==> config.mk <==
export PLATFORM = sky130hd
export DESIGN_NAME = alu_program_sequencer
export DESIGN_NICKNAME = d
export VERILOG_FILES = /design/src/rtl/alu_pkg.sv /design/src/rtl/alu_program_sequencer_ram.sv /design/src/rtl/alu_program_sequencer.sv
export SDC_FILE = /design/constraint.sdc
export NUM_CORES = 1
export LEC_CHECK = 0
export CAP_MARGIN = 20
export CORE_AREA = 2 2 138 241
export CTS_CLUSTER_SIZE = 14
export DETAILED_ROUTE_END_ITERATION = 12
export DIE_AREA = 0 0 140 243
export GPL_ROUTABILITY_DRIVEN = 0
export MAX_ROUTING_LAYER = met4
export SYNTH_ARGS = -nofsm -noshare
export SYNTH_HDL_FRONTEND = slang
export SYNTH_HIERARCHICAL = 1
export SYNTH_SLANG_ARGS = --single-unit
==> constraint.sdc <==
create_clock -name clk -period 6.8 [get_ports clk]
set_input_delay 0.68 -clock clk [delete_from_list [all_inputs] [get_ports clk]]
set_output_delay 0.68 -clock clk [all_outputs]
set_load 0.01 [all_outputs]
==> src/rtl/alu_pkg.sv <==
// alu_pkg: shared ALU op codes, register selects, instruction layout and sequencer states.
package alu_pkg;
    localparam int INSTR_W = 17;

    // Instruction field offsets: [16] load, [15] cin, [14:12] reg_sel, [11:8] op, [7:0] data.
    localparam int F_LOAD   = 16;
    localparam int F_CIN    = 15;
    localparam int F_SEL_LO = 12;
    localparam int F_OP_LO  = 8;
    localparam int F_DATA   = 0;

    localparam logic [3:0] OP_ADD    = 4'h0;
    localparam logic [3:0] OP_SUB    = 4'h1;
    localparam logic [3:0] OP_LSHIFT = 4'h2;
    localparam logic [3:0] OP_RSHIFT = 4'h3;
    localparam logic [3:0] OP_XOR    = 4'h4;
    localparam logic [3:0] OP_CMP    = 4'h5;
    localparam logic [3:0] OP_AND    = 4'h6;
    localparam logic [3:0] OP_NAND   = 4'h7;
    localparam logic [3:0] OP_OR     = 4'h8;
    localparam logic [3:0] OP_NOR    = 4'h9;
    localparam logic [3:0] OP_CPY    = 4'hA;

    localparam logic [2:0] SEL_ACCU = 3'b000;
    localparam logic [2:0] SEL_REG0 = 3'b001;
    localparam logic [2:0] SEL_REG1 = 3'b010;
    localparam logic [2:0] SEL_REG2 = 3'b011;
    localparam logic [2:0] SEL_REG3 = 3'b100;
    localparam logic [2:0] SEL_REG4 = 3'b101;
    localparam logic [2:0] SEL_REG5 = 3'b110;
    localparam logic [2:0] SEL_REG6 = 3'b111;

    typedef struct packed {
        logic       load;
        logic       cin;
        logic [2:0] reg_sel;
        logic [3:0] op;
        logic [7:0] data;
    } instr_t;

    typedef enum logic [1:0] {S_IDLE, S_ISSUE, S_CAPTURE, S_DONE} state_t;
endpackage

==> src/rtl/alu_program_sequencer_ram.sv <==
// seq_prog_ram: DEPTH x 17 program store, synchronous write, asynchronous read.
//   clk, we/waddr/wdata : write port
//   raddr -> rdata       : combinational read port
module seq_prog_ram
    import alu_pkg::*;
#(
    parameter int DEPTH = 16,
    parameter int AW    = 4
) (
    input  logic               clk,
    input  logic               we,
    input  logic [AW-1:0]      waddr,
    input  logic [INSTR_W-1:0] wdata,
    input  logic [AW-1:0]      raddr,
    output logic [INSTR_W-1:0] rdata
);
    logic [INSTR_W-1:0] mem [DEPTH];

    always_ff @(posedge clk)
        if (we) mem[waddr] <= wdata;

    assign rdata = mem[raddr];
endmodule

==> src/rtl/alu_program_sequencer.sv <==
// alu_program_sequencer: steps a host-written program through the CPU control port, 2 cycles per instruction.
//   prog_we/prog_addr/prog_data : program RAM write (honoured only in IDLE)
//   start/len                   : run request, sampled in IDLE; busy/done report progress
//   cpu_*                       : registered CPU control outputs and CPU response inputs
//   res_valid/res_data/res_cout/res_index : one strobe per executed instruction
module alu_program_sequencer
    import alu_pkg::*;
#(
    parameter int DEPTH = 16,
    parameter int AW    = 4
) (
    input  logic               clk,
    input  logic               rst,
    input  logic               prog_we,
    input  logic [AW-1:0]      prog_addr,
    input  logic [INSTR_W-1:0] prog_data,
    input  logic               start,
    input  logic [AW:0]        len,
    output logic               busy,
    output logic               done,
    output logic [6:0]         cpu_opcode,
    output logic [7:0]         cpu_data_in,
    output logic               cpu_cin,
    output logic               cpu_load,
    output logic               cpu_ce,
    input  logic [7:0]         cpu_data_out,
    input  logic               cpu_cout,
    output logic               res_valid,
    output logic [7:0]         res_data,
    output logic               res_cout,
    output logic [AW-1:0]      res_index
);
    localparam logic [AW:0] DEPTH_L = (AW+1)'(DEPTH);

    state_t             state, state_n;
    logic [AW-1:0]      pc, pc_n;
    logic [AW:0]        len_q, len_n;
    logic [INSTR_W-1:0] ram_rd;
    instr_t             ins;
    logic               ram_we, last;
    logic               busy_n, done_n, ce_n, load_n, cin_n, res_valid_n, res_cout_n;
    logic [6:0]         opcode_n;
    logic [7:0]         data_in_n, res_data_n;
    logic [AW-1:0]      res_index_n;

    assign ram_we = prog_we && state == S_IDLE;

    seq_prog_ram #(.DEPTH(DEPTH), .AW(AW)) u_ram (
        .clk   (clk),
        .we    (ram_we),
        .waddr (prog_addr),
        .wdata (prog_data),
        .raddr (pc_n),
        .rdata (ram_rd)
    );

    // Outputs are registered at the edge entering ISSUE, so a word written on that same edge
    // is forwarded straight from the write port.
    assign ins  = instr_t'((ram_we && prog_addr == pc_n) ? prog_data : ram_rd);
    assign last = {1'b0, pc} == len_q - 1'b1;

    always_ff @(posedge clk) begin
        if (rst) begin
            state       <= S_IDLE;
            pc          <= '0;
            len_q       <= '0;
            busy        <= 1'b0;
            done        <= 1'b0;
            cpu_ce      <= 1'b0;
            cpu_load    <= 1'b0;
            cpu_cin     <= 1'b0;
            cpu_opcode  <= '0;
            cpu_data_in <= '0;
            res_valid   <= 1'b0;
            res_data    <= '0;
            res_cout    <= 1'b0;
            res_index   <= '0;
        end else begin
            state       <= state_n;
            pc          <= pc_n;
            len_q       <= len_n;
            busy        <= busy_n;
            done        <= done_n;
            cpu_ce      <= ce_n;
            cpu_load    <= load_n;
            cpu_cin     <= cin_n;
            cpu_opcode  <= opcode_n;
            cpu_data_in <= data_in_n;
            res_valid   <= res_valid_n;
            res_data    <= res_data_n;
            res_cout    <= res_cout_n;
            res_index   <= res_index_n;
        end
    end

    always_comb begin
        state_n = state;
        pc_n    = pc;
        len_n   = len_q;
        case (state)
            S_IDLE: if (start) begin
                state_n = (len == '0) ? S_DONE : S_ISSUE;
                pc_n    = '0;
                len_n   = (len > DEPTH_L) ? DEPTH_L : len;
            end
            S_ISSUE:   state_n = S_CAPTURE;
            S_CAPTURE: begin
                state_n = last ? S_DONE : S_ISSUE;
                pc_n    = last ? pc : pc + 1'b1;
            end
            default:   state_n = S_IDLE;
        endcase
    end

    // Next values for the output registers; CAPTURE holds the ISSUE control word with ce low.
    always_comb begin
        busy_n      = state_n != S_IDLE;
        done_n      = state_n == S_DONE;
        ce_n        = state_n == S_ISSUE;
        load_n      = ce_n ? ins.load : (state_n == S_CAPTURE) ? cpu_load : 1'b0;
        cin_n       = ce_n ? ins.cin : (state_n == S_CAPTURE) ? cpu_cin : 1'b0;
        opcode_n    = ce_n ? {ins.reg_sel, ins.op} : (state_n == S_CAPTURE) ? cpu_opcode : '0;
        data_in_n   = ce_n ? ins.data : (state_n == S_CAPTURE) ? cpu_data_in : '0;
        res_valid_n = state == S_CAPTURE;
        res_data_n  = res_valid_n ? cpu_data_out : res_data;
        res_cout_n  = res_valid_n ? cpu_cout : res_cout;
        res_index_n = res_valid_n ? pc : res_index;
    end
endmodule

; ---- Yosys cells after proc, flatten, opt, wreduce, memory -nomap -nowiden
; Memory sizes are Yosys's and may differ from the RTL's.
; Index checks and enable logic that the tools add are counted.
[classes]
add_sub_neg = 2
reduce_logical = 6
n_lt_le_gt_ge = 1
n_eq_ne = 8
mux = 18
[ops]
columns = cell, count
row1 = $mux W17, 1
row2 = $mux W8, 2
row3 = $mux W7, 2
row4 = $mux W4, 2
row5 = $pmux W4 S2, 1
row6 = $eq A2 B2 Y1 const B, 3
row7 = $mux W2, 3
row8 = $pmux W2 S3, 1
row9 = $eq A4 B5 Y1, 1
row10 = $gt A5 B5 Y1 const B, 1
row11 = $logic_not A5 Y1, 1
row12 = $mux W1, 5
row13 = $mux W5, 1
row14 = $sub A5 B1 Y5 const B, 1
row15 = $add A4 B1 Y4 const B, 1
row16 = $eq A2 B1 Y1 const B, 2
row17 = $eq A4 B4 Y1, 1
row18 = $logic_and A1 B1 Y1, 2
row19 = $logic_not A2 Y1, 1
row20 = $ne A2 B2 Y1 const B, 1
row21 = $reduce_and A2 Y1, 1
row22 = $reduce_bool A2 Y1, 1
[word_totals]
ramBits = 272
input_bits = 39
mem_count = 1
out_inout_bits = 34
register_bits = 45
[memory_table]
columns = name, depth, word_bits, read_ports, rd_clocked_by_memory_dff, wr, line
row1 = u_ram.mem, 16, 17, 1, 0, 1, alu_program_sequencer_ram.sv:17  ; logic [INSTR_W-1:0] mem [DEPTH];

; ---- Longest topological paths before layout
[logic_depth]
depth_word = 8
depth_mapped = 16
mapped_depth_nobuf = 13

; ---- Cells and area by module
; Netlist, hierarchy kept.
[modules_own_cells]
columns = module, area_per_inst_um2, seq_area_each_um2, n_inst, cells_each
row1 = seq_prog_ram, 10297.4, 8167.8, 1, 441
row2 = alu_program_sequencer, 2381.0, 900.9, 1, 277

; ---- Worst setup path after synthesis
; Ideal clock, no wire load.
[synth_timing]
path_type = reg2reg
start = register len_q[0]
end = register cpu_data_in[7]
stages_incl_launch_ff = 16
t_arrival_ns = 3.418
slack_ns = 3.260
t_required_ns = 6.678
period_less_slack_ns = 3.540
path_cell_list = dfxtp_1 inv_1 ha_1 xnor2_1 or4_4 a31oi_4 nor2_1 o21bai_1 mux2_2 buf_6 buf_2 mux4_2 a22oi_1 nand2_1 a32oi_1 nand3_1
[synth_between]
elab_cells_between_ends = 14
cone_classes = 1 x add/sub / 5 x eq/ne / 6 x mux / 1 x reduce/logical / 1 x memory
[synth_rtl]
columns = item, line
row1 = start: declaration, alu_program_sequencer.sv:37  ; logic [AW:0] len_q, len_n;
row2 = start signal: assignment, alu_program_sequencer.sv:81  ; len_q <= len_n;
row3 = $sub A5 B1 Y5, alu_program_sequencer.sv:60  ; assign last = {1'b0, pc} == len_q - 1'b1;
row4 = $eq A4 B5 Y1, alu_program_sequencer.sv:60
row5 = $mux W4, alu_program_sequencer.sv:109  ; pc_n = last ? pc : pc + 1'b1;
row6 = $pmux W4 S2, alu_program_sequencer.sv:100  ; case (state)
row7 = via pc_n[0], alu_program_sequencer.sv:36  ; logic [AW-1:0] pc, pc_n;
row8 = $mem_v2 Z16 W17, --
row9 = via ram_rd[7], alu_program_sequencer.sv:38  ; logic [INSTR_W-1:0] ram_rd;
row10 = $mux W17, alu_program_sequencer.sv:59  ; assign ins = instr_t'((ram_we && prog_addr == pc_n) ? prog_data : ram_rd);
row11 = $mux W8, alu_program_sequencer.sv:123  ; data_in_n = ce_n ? ins.data : (state_n == S_CAPTURE) ? cpu_data_in : '0;
row12 = end signal: assignment, alu_program_sequencer.sv:88  ; cpu_data_in <= data_in_n;
row13 = end: declaration, alu_program_sequencer.sv:22  ; output logic [7:0] cpu_data_in,
; The timed path passes the listed nets, and every way through them passes these cells.
; A chain may end at the register's enable or synchronous reset.

; ---- Worst setup path after layout
[layout_timing]
start = register len_q[0]
end = register cpu_opcode[6]
[layout_between]
elab_cells_between_ends = 14
cone_classes = 1 x add/sub / 5 x eq/ne / 6 x mux / 1 x reduce/logical / 1 x memory
[layout_rtl]
columns = item, line
row1 = $sub A5 B1 Y5, alu_program_sequencer.sv:60
row2 = $eq A4 B5 Y1, alu_program_sequencer.sv:60
row3 = $mux W4, alu_program_sequencer.sv:109
row4 = $pmux W4 S2, alu_program_sequencer.sv:100
row5 = via pc_n[0], alu_program_sequencer.sv:36
row6 = $mem_v2 Z16 W17, --
row7 = via ram_rd[14], alu_program_sequencer.sv:38
row8 = $mux W17, alu_program_sequencer.sv:59
row9 = $mux W7, alu_program_sequencer.sv:122  ; opcode_n = ce_n ? {ins.reg_sel, ins.op} : (state_n == S_CAPTURE) ? cpu_opcode : '0;
row10 = end signal: assignment, alu_program_sequencer.sv:87  ; cpu_opcode <= opcode_n;
row11 = end: declaration, alu_program_sequencer.sv:21  ; output logic [6:0] cpu_opcode,
; The timed path passes the listed nets, and every way through them passes these cells.

==> results by group <==
Status
  • Status: finished, violations left
  • Failing checks: DRC

Power and ir drop
  • Switching power of the nets: ~0.85 mW
  • Clock power frac: between 30 and 40%
  • Max IR drop VDD: 0.000160 V
  • Switch share: 21.6%
  • Power density over the cells: 267 mW/mm^2
  • Int Power: 3.10 mW
  • Logic gate share of total power: about 8%
  • Static leakage: between 4 and 5 nW
  • Flop pwr share: a little over half

Place
  • Port Buffers: 72
  • Final HPWL DP: between 15000 and 20000 um
  • DP Worst Slack: between 2 and 2.5 ns
  • DP Area: 0.0139 mm^2

Layout
  • Cell area after layout: 0.0148 mm^2
  • Fillers: about 2.7k
  • Area of the multi-input gates: about 0.0034 mm^2
  • Ant diodes: 0
  • Post-layout util: 46.0%
  • Sequential cell area: between 0.009 and 0.01 mm^2
  • NumNets Final: between 800 and 900
  • Synthesis-to-finish area growth: 16.6%
  • Share of layout cells above drive strength 1: between 10% and 20%

Drt
  • DRC viols: 11
  • Pre-antenna DRT Iters: 11
  • Routed wire length: 29500 um
  • Detail Route Antenna Nets: 0
  • Vias: 6940
  • Avg WL per Cell: approximately 24 um
  • Detailed router's first-iteration violation count: ~600
  • DR vias/cell: 5.67

Synthesis
  • Mean Syn Cell Area: 17.7 um^2
  • Main synth FF type: edfxtp_1
  • Async SR Flop Fraction: 0%
  • Synthesized area: 0.0127 mm^2
  • Post-synth top cells: 272 x edfxtp_1, 65 x mux4_2, 58 x nand2_1
  • Top cell type's share of synthesized area: approximately 64%
  • Synth top area cells: edfxtp_1 64%, mux4_2 12%, dfxtp_1 7.1%, a22oi_1 2.0%, nand2_1 1.7%
  • Post-synth net total: about 760
  • Seq cells post-synth: about 320
  • Part of the Yosys area used for sequential elements: between 70% and 80%
  • Post-synth top area cell: edfxtp_1
  • Number of distinct library cells after synthesis: 53
  • Cell with the most instances after synthesis: edfxtp_1
  • Synth Instances: 718
  • Number of synthesized flops with an enable pin: ~270
  • YS warnings: 6

STA
  • Final period demand of the worst path: ~4.4 ns
  • Final Max Tran Viols: 0
  • Fin. Hold Viols: 0
  • Post-route setup TNS: 0 ns
  • Tcrit/Tclk final: 64.7%
  • Least-Margin Pin Slew: ~1.1 ns
  • # setup viols final: 0
  • Fmax: around 230 MHz
  • PnR worst setup slack: about 2.4 ns
  • Clk_skew: 0.0189 ns
  • RSZ-0062 raised after global routing: no
  • Worst relative slew slack: roughly a quarter

Floorplan
  • DIE HEIGHT: ~240 um
  • IO Count: between 70 and 80
  • Row cnt: a little under 90
  • Core area: ~0.032 mm^2
  • Starting Density: approximately two fifths
  • Die area: roughly 0.034 mm^2
  • Die extent in x: 140 um

Clock tree
  • Htree depth: 1
  • Clock buffer depth: 3
  • Clock slew at reported path FFs: around 0.060 ns
  • # Post-CTS Setup Buffers: 0
  • Clock sinks: around 320
  • Clk root buf: clkbuf_16
  • # hold bufs at CTS: 0
  • Clk_lat worst skew: 0.55 ns
  • Post-cts gate resize count: 0
  • CTS tree: done
  • TritonCTS Buffers: 28

Hold path
  • Worst hold path type: reg -> reg

Setup path
  • Crit. End Element: flop
  • Worst EP required: just over 7 ns
  • Startpoint Class: flop
  • Slack of the worst reg-to-reg path: between 2 and 2.5 ns
  • Max FO, Critical Path: 40
  • Worst path arrival time: between 4 and 5 ns
  • WS Path Type: reg -> reg

Global routing
  • Largest net degree at the start of global routing: between 50 and 60
  • First-pass GRT wire length: ~45000 um
  • Gr ovfl total: 0
  • Vias in the first global route: approximately 7.3k
  • Initial antenna violation count: 0
  • Total GRT Usage: between 10% and 20%

Flow run
  • MaxCap Viol Count: 0
-- power groups by stage --
stage          Sequential (mW)  Clock (mW)  Combinational (mW)
2_1_floorplan             2.21           0               0.187
3_3_place_gp              2.21           0               0.320
3_5_place_dp              2.21           0               0.324
4_1_cts                   2.17        1.51               0.325
5_1_grt                   2.17        1.58               0.346
6_report                  2.17        1.47               0.319
-- logic make-up after synthesis --
logic type      Yosys count  share of synthesized area [%]
mux                      70                           12.3
buf+inv                  49                           2.12
compound gates           90                           5.35
xor+xnor                  5                          0.464
fa+ha+maj                 2                          0.197
simple gates            185                           8.00
flops                   317                           71.5
-- critical path: stages, from the launching register on --
cell	delay, ns
dfxtp_1	0.42
inv_1	0.07
ha_1	0.30
xnor2_1	0.18
or4_4	0.55
a31oi_4	0.21
nor2_1	0.10
o21bai_1	0.17
mux2_4	0.73
buf_12	0.34
mux4_2	0.56
a22oi_1	0.21
nand2_1	0.12
a32oi_1	0.19
nand3_1	0.09
-- final timing paths --
path,startpoint,depth (start not counted),to
max,len_q[0],14,cpu_opcode[6]
min,res_data[2],2,res_data[2]
max reg2reg,len_q[0],14,cpu_opcode[6]
min reg2reg,res_data[2],2,res_data[2]
-- per-stage QoR --
stage	instances	hold WS, ns	total power, mW
2_1_floorplan	718	0.465	2.40
3_5_place_dp	1172	0.446	2.53
5_1_grt	1223	0.476	4.10
3_3_place_gp	1171	0.442	2.53
6_report	1223	0.453	3.95
4_1_cts	1222	0.455	4.00
-- placed cells by master, fill, tap and decap left out, drive strengths merged, types with 2 or more instances in the layout --
cell type / count
a211o: 2
a211oi: 2
a21oi: 20
a22oi: 35
a32oi: 18
and2: 3
buf: 27
clkbuf: 42
clkdlybuf4s50: 72
clkinv: 5
clkinvlp: 2
dfxtp: 45
edfxtp: 272
ha: 2
inv: 5
mux4: 68
nand2: 58
nand2b: 4
nand3: 21
nand3b: 25
nand4b: 17
nor2: 24
nor2b: 6
nor3: 12
nor4: 2
o21ai: 4
o21bai: 2
or2: 2
or3b: 3
or4: 2
xnor2: 3
-- per-layer routing --
layer	up-vias	global-route usage, %	share of wire, %
li1	3086	-	-
met1	3603	21.3	40
met2	206	31.5	52
met3	45	2.45	4.7
met4	0	6.12	3.0
met5	-	-	0
-- registers in the layout, indices dropped and copies added, names as in the netlist --
register	flops
res_cout	1
cpu_cin	1
pc	4
busy	1
cpu_ce	1
state	2
res_valid	1
res_index	4
len_q	5
res_data	8
cpu_opcode	7
cpu_load	1
cpu_data_in	8
done	1
u_ram/mem	272
-- final cells by class --
type	count	area share (%)
clock inverters	8	0.533
repair buffers	99	6.41
clock buffers	42	5.09
well taps	400	3.38
inverters	5	0.127
multi-input cells	352	23.1
flip-flops and latches	317	61.3
Note: power is estimated with default switching activity, not from simulation.
